[src/rtl/keypad_emulator.sv]
// Synthesizable 4x4 matrix keypad model: closes one row/column contact per accepted request.
// Contact bounce on press and release is built only when KEYEMU_BOUNCE_EN is defined.
module keypad_emulator #(
  parameter int unsigned BOUNCE_CYCLES = 240,
  parameter int unsigned BOUNCE_TOGGLE = 40,
  parameter int unsigned GAP_CYCLES    = 2400
) (
  input  logic        clk,
  input  logic        reset,
  input  logic        key_valid,
  input  logic [3:0]  key_code,
  input  logic [31:0] hold_cycles,
  output logic        key_ready,
  output logic        busy,
  output logic        done,
  input  logic [3:0]  C,
  output logic [3:0]  R
);

  typedef enum logic [2:0] {
    S_IDLE,
`ifdef KEYEMU_BOUNCE_EN
    S_PRESS_BOUNCE,
    S_RELEASE_BOUNCE,
`endif
    S_HOLD,
    S_GAP
  } state_e;

  localparam logic [31:0] GapLast = 32'(GAP_CYCLES - 1);
`ifdef KEYEMU_BOUNCE_EN
  localparam logic [31:0] BounceLast = 32'(BOUNCE_CYCLES - 1);
  localparam logic [31:0] ToggleDiv  = 32'(BOUNCE_TOGGLE);
`endif

  if (BOUNCE_CYCLES < 1 || BOUNCE_TOGGLE < 1 || GAP_CYCLES < 1) begin : g_bad_params
    $error("keypad_emulator: BOUNCE_CYCLES, BOUNCE_TOGGLE and GAP_CYCLES must all be >= 1");
  end

  state_e      state_q, state_d;
  logic [31:0] cnt_q, cnt_d;
  logic [31:0] hold_q, hold_d;
  logic [1:0]  row_q, row_d;
  logic [1:0]  col_q, col_d;
  logic        contact_q, contact_d;
  logic        done_q, done_d;

  always_ff @(posedge clk) begin
    if (!reset) begin
      state_q   <= S_IDLE;
      cnt_q     <= '0;
      hold_q    <= 32'd1;
      row_q     <= '0;
      col_q     <= '0;
      contact_q <= 1'b0;
      done_q    <= 1'b0;
    end else begin
      state_q   <= state_d;
      cnt_q     <= cnt_d;
      hold_q    <= hold_d;
      row_q     <= row_d;
      col_q     <= col_d;
      contact_q <= contact_d;
      done_q    <= done_d;
    end
  end

  // Every state exits when cnt reaches its length minus one; the exit clears cnt for the next state.
  always_comb begin
    state_d   = state_q;
    cnt_d     = cnt_q + 32'd1;
    hold_d    = hold_q;
    row_d     = row_q;
    col_d     = col_q;
    contact_d = contact_q;
    done_d    = 1'b0;
    case (state_q)
      S_IDLE: begin
        cnt_d = '0;
        if (key_valid) begin
          row_d     = key_code[3:2];
          col_d     = key_code[1:0];
          hold_d    = (hold_cycles == 32'd0) ? 32'd1 : hold_cycles;
          contact_d = 1'b1;
`ifdef KEYEMU_BOUNCE_EN
          state_d   = S_PRESS_BOUNCE;
`else
          state_d   = S_HOLD;
`endif
        end
      end
`ifdef KEYEMU_BOUNCE_EN
      S_PRESS_BOUNCE: begin
        if (cnt_q == BounceLast) begin
          state_d   = S_HOLD;
          cnt_d     = '0;
          contact_d = 1'b1;
        end else if ((cnt_q + 32'd1) % ToggleDiv == 32'd0) begin
          contact_d = ~contact_q;
        end
      end
      S_RELEASE_BOUNCE: begin
        if (cnt_q == BounceLast) begin
          state_d   = S_GAP;
          cnt_d     = '0;
          contact_d = 1'b0;
        end else if ((cnt_q + 32'd1) % ToggleDiv == 32'd0) begin
          contact_d = ~contact_q;
        end
      end
`endif
      S_HOLD: begin
        if (cnt_q == hold_q - 32'd1) begin
          cnt_d     = '0;
          contact_d = 1'b0;
`ifdef KEYEMU_BOUNCE_EN
          state_d   = S_RELEASE_BOUNCE;
`else
          state_d   = S_GAP;
`endif
        end
      end
      S_GAP: begin
        if (cnt_q == GapLast) begin
          state_d = S_IDLE;
          cnt_d   = '0;
          done_d  = 1'b1;
        end
      end
      default: begin
        state_d   = S_IDLE;
        cnt_d     = '0;
        contact_d = 1'b0;
      end
    endcase
  end

  assign key_ready = (state_q == S_IDLE);
  assign busy      = ~key_ready;
  assign done      = done_q;

  // The closed contact passes the selected column drive straight onto the selected row.
  always_comb begin
    R = 4'b1111;
    if (contact_q) begin
      R[row_q] = C[col_q];
    end
  end

endmodule

[config.mk]
export PLATFORM = sky130hd
export DESIGN_NAME = keypad_emulator
export DESIGN_NICKNAME = d
export VERILOG_FILES = /design/src/rtl/keypad_emulator.sv
export SDC_FILE = /design/constraint.sdc
export NUM_CORES = 1
export LEC_CHECK = 0
export BUFFER_PORTS_ARGS = -buffer_cell sky130_fd_sc_hd__buf_4
export CORE_MARGIN = 1.5
export CORE_UTILIZATION = 45
export CTS_CLUSTER_SIZE = 25
export DETAILED_ROUTE_END_ITERATION = 7
export GPL_ROUTABILITY_DRIVEN = 0
export PLACE_DENSITY = 0.68
export SLEW_MARGIN = 20
export SYNTH_ARGS = -nofsm -noshare
export SYNTH_HDL_FRONTEND = slang
export SYNTH_SLANG_ARGS = --single-unit
[constraint.sdc]
create_clock -name clk -period 3.2 [get_ports clk]
set_input_delay 0.48 -clock clk [delete_from_list [all_inputs] [get_ports clk]]
set_output_delay 0.48 -clock clk [all_outputs]
set_load 0.01 [all_outputs]
## Yosys cells after proc, flatten, opt, wreduce, memory -nomap -nowiden

Index checks and enable logic that the tools add are counted.

| operators by class | value |
|---|---|
| add/subtract/negate cells | 2 |
| order comparisons | 3 |
| equal/unequal tests | 7 |
| mux-type cells | 17 |
| bitwise operators | 4 |
| reductions and logical operators | 7 |

Operator list:

| cell | count |
|---|---|
| $mux W32 | 3 |
| $pmux W32 S2 | 1 |
| $add A32 B1 Y32 const B | 1 |
| $eq A32 B12 Y1 const B | 1 |
| $eq A32 B32 Y1 | 1 |
| $logic_not A32 Y1 | 1 |
| $sub A32 B1 Y32 const B | 1 |
| $mux W3 | 3 |
| $pmux W3 S3 | 1 |
| $lt A2 B3 Y1 const B | 2 |
| $ne A2 B2 Y1 const B | 3 |
| $reduce_and A3 Y1 | 2 |
| $mux W1 | 5 |
| $mux W4 | 1 |
| $not A4 Y4 | 1 |
| $or A4 B4 Y4 | 1 |
| $reduce_and A2 Y1 | 2 |
| $eq A3 B1 Y1 const B | 1 |
| $eq A3 B2 Y1 const B | 1 |
| $logic_not A3 Y1 | 1 |
| $pmux W1 S3 | 1 |
| $bmux W1 S2 | 1 |
| $demux W1 S2 | 1 |
| $ge A2 B1 Y1 const B | 1 |
| other kinds (2) | 3 |

| storage, ports and cells | value |
|---|---|
| flip-flop bits (word level) | 73 |
| bits of input ports | 43 |

## Logic depth before layout (Yosys ltp)

| logic depth | value |
|---|---|
| depth in word-level cells | 7 |
| depth in mapped cells | 13 |
| mapped depth without buffers | 10 |

## Worst setup path after synthesis

No wires, ideal clock.

| timing | value |
|---|---|
| path type | reg2reg |
| start | register hold_q[4] |
| end | register cnt_q[5] |
| arrival | 2,973 ps |
| setup slack | 112 ps |
| cell stages (with the launch flop) | 11 |
| path buffers | 2 |
| period minus slack after synthesis | 3,088 ps |
| cell sequence | dfxtp_1 > or4_1 > buf_2 > or4_1 > xnor2_1 > nor4_1 > nand4_1 > o41a_1 > o211ai_2 > buf_6 > nor2_1 |

| on the way | value |
|---|---|
| word-level cells in the longest chain between the ends | 4 |

RTL lines:

| element | line | RTL |
|---|---|---|
| from (decl) | 42 | `logic [31:0] hold_q, hold_d;` |
| from (signal assigned) | 60 | `hold_q <= hold_d;` |
| $sub A32 B1 Y32 | 113 | `if (cnt_q == hold_q - 32'd1) begin` |
| $eq A32 B32 Y1 | 113 |  |
| $mux W32 | 113 |  |
| $pmux W32 S2 | 77 | `case (state_q)` |
| to (signal assigned) | 59 | `cnt_q <= cnt_d;` |
| to (decl) | 41 | `logic [31:0] cnt_q, cnt_d;` |

Every way passes these cells.
A chain may end at the register's enable or synchronous reset.

## Final worst setup path

| timing | value |
|---|---|
| start | register hold_q[0] |
| end | register cnt_q[3] |

Same word-level chain as after synthesis.

==> impl_results.md <==
* Register-to-Register Path Depth at 9
* Top post-synthesis cells by area: dfxtp_1, xnor2_1, nand2_1
* Nets@finish at 638
* Drt wl/cell at 15.2 um
* Crit Reg-Reg Endpoint: cnt_q[3]
* Switching Share at 0.290
* Most used cell, CP: nor2_1
* Area of the multi-input gates at 2570 um^2
* Worst Skew at 13.2 ps
* Worst Tran Pin Value at 741 ps
* Post-synth top area share at 0.350
* Asr flop ratio synth at 0
* Largest net degree at the start of global routing at 39
* Critical Path Fanout Max at 8
* Ant diodes at 0
* IO Port Bufs at 49
* DRT Pass-1 Iters at 5
* Clk Latency, worst-skew pair at 350 ps
* Detail Route Antenna Nets at 0
* Synth Net Count at 579
* GR Util All Layers at 0.221
* DIE WIDTH at 98.7 um
* Critical Path AT at 3380 ps
* Fin crit share at 0.983
* Power per cell area at 461 nW/um^2
* CTS Sinks at 72
* DP Cell Count at 685
* Leakage at 1.88 nW
* CTS Buffer Depth at 2
* Gate Count Post-Synth at 531
* Via Count at 4001
* I/O pin cnt at 50
* Drt via density at 5.70
* Global-route wire length before repair at 17.3 mm
* Slowest-stage cell, CP: or4_4
* Std cell rows at 34
* P_int at 1.64 mW
* Pins Over Slew Limit at 0
* Final WL at 10.6 mm
* Final setup fails at 0
* Stages on worst setup path at 9
* Status: finished clean
* Yosys warning count at 0
* #FFs+latches synth at 72
* Reg2reg start: hold_q[0]
* Min Tclk post-route at 3140 ps
* Non-Filler Instances at 702
* Mapped Area at 4120 um^2
* Die area at 9740 um^2
* Total power at 2.32 mW
* EDFF count, synth at 0
* Synth top cells by count: nand2_1, dfxtp_1, nor2_1
* CTS H-Tree Depth at 3
* Setup bufs post-CTS at 0
* DRC Markers at 0
* 1st-iter DRT viols at 324
* Clock power frac at 0.342
* CP startpoint: hold_q[0]
* Buffers & Inverters on Critical Path at 1
* CTS clk-pin slew, worst paths at 80 ps
* Fin Hold WS at 376 ps
* Cell variety after synth at 56
* Unrepaired setup endpoints after global routing: yes
* Die height at 98.7 um
* Area delta synth->final at 22.0%
* Initial antenna violation count at 0
* Sequential power share at 0.428
* Worst Hold Class: input port to register
* Critical Path, Cell by Cell: or4_4 > nor2_1 > mux2_2 > a2111oi_2 > nand4_1 > o41a_1 > o211ai_4 > clkbuf_16 > nor2_1
* Comb pwr share at 0.230
* Syn_area_per_cell at 7.76 um^2
* DP HPWL at 7.72 mm
* Initial Util at 0.468
* NetSw at 671 uW
* Worst setup endpoint: cnt_q[3]
* Crit start category: register
* Maxcap violations at 0
* Slowest cell delay on critical path at 550 ps
* Fillers at 809
* Hold Fails Final Rpt at 0
* Root Buffer: clkbuf_8
* CTS tree: built
* Total global routing overflow at 0
* Seq/Total Area, Yosys at 0.350
* Primary FF master, synth: dfxtp_1
* Critical Path RT at 3440 ps
* Flop2flop setup slack at 60 ps
* WS Path Type: register to register
* Sequential cell area at 1440 um^2
* Max IR drop VDD at 0.314 mV
* Area leader, netlist: dfxtp_1
* Worst path top cell family by delay: compound AO/OA/AOI/OAI gates
* Slew HR at 0.505
* Max Clock Freq at 318 MHz
* Setup crit end kind: register
* Fraction of layout cells with a size suffix above 1 at 0.194
* Count leader, synth: nand2_1
* CTS Buf Count at 9
* CORE AREA at 8810 um^2
* Number of global-route vias before repair at 3728
## final cells by class
type	instances	share of cell area
Clock inverter	5	0.0162
Sequential cell	72	0.287
Inverter	15	0.0112
Clock buffer	10	0.0274
Multi-Input combinational cell	418	0.512
Timing Repair Buffer	74	0.119
Tap cell	108	0.0269
## worst min-delay path, stage by stage
cell and delay, ps:
buf_4 110, nand2_1 40, a21oi_1 50
## logic make-up after synthesis
family                     after synthesis  share of synthesized area
AOI/OAI and AO/OA                       84                      0.130
and+or+nand+nor                        254                      0.297
DFF                                     72                      0.350
muxes                                    4                     0.0134
adders and majority gates                5                     0.0152
buffers and inverters                   41                     0.0437
xor gates and xnor gates                71                      0.151
## timing repair
action	in CTS	in global routing
setup endpoints to repair	0	34
gates resized for setup	0	20
hold buffers	0	0
hold endpoints to repair	0	0
## how the worst min path moves through the flow
stage / depth (start not counted) / startpoint / to / slack, ps
global route: 3 / hold_cycles[25] / hold_q[25] / 370
detailed placement: 2 / col_q[1] / col_q[1] / 460
floorplan: 2 / col_q[1] / col_q[1] / 440
finish: 3 / key_code[1] / col_q[1] / 380
global placement: 2 / col_q[1] / col_q[1] / 450
CTS: 3 / key_code[1] / col_q[1] / 370
## power groups by stage
stage / logic, mW / registers (mW) / clock network (mW)
CTS: 0.492 / 0.987 / 0.804
detailed placement: 0.488 / 1.01 / 0
finish: 0.532 / 0.991 / 0.793
global placement: 0.480 / 1.01 / 0
floorplan: 0.324 / 0.995 / 0
global route: 0.586 / 0.998 / 0.846
## per-stage QoR
step | TNS (ps) | worst slack [ps] | instance area, um^2 | utilization
2_1_floorplan | 0 | 112 | 4120 | -
3_3_place_gp | 0 | 173 | 4690 | 0.532
3_5_place_dp | 0 | 98.7 | 4690 | 0.532
4_1_cts | 0 | 73.5 | 4910 | 0.557
5_1_grt | -355 | -31.8 | 5020 | 0.571
6_report | 0 | 55.7 | 5020 | 0.571
## routing by layer
layer  routed length [um]  track usage  vias to the layer above
li1                     -            -                     1970
met1                 4960        0.304                     1864
met2                 4790        0.338                      137
met3                  533       0.0348                       30
met4                  352        0.105                        0
met5                    0            0                        -
## registers in the layout (all words and copies together) (netlist names)
register and flops:
contact_q 1, done 1, cnt_q 32, hold_q 32, col_q 2, state_q 2, row_q 2
## placed cells by master, fill, tap and decap left out, drive strengths merged, types with 9 or more instances in the layout
master,Yosys,routed
a21oi,44,44
and3,9,9
buf,9,73
clkbuf,17,11
dfxtp,72,72
inv,15,15
nand2,93,93
nand3,17,17
nand4,11,11
nor2,60,60
nor3,9,9
nor4,25,25
o21ai,9,9
xnor2,42,42
xor2,29,29
Power figures use the tool's default switching activity.
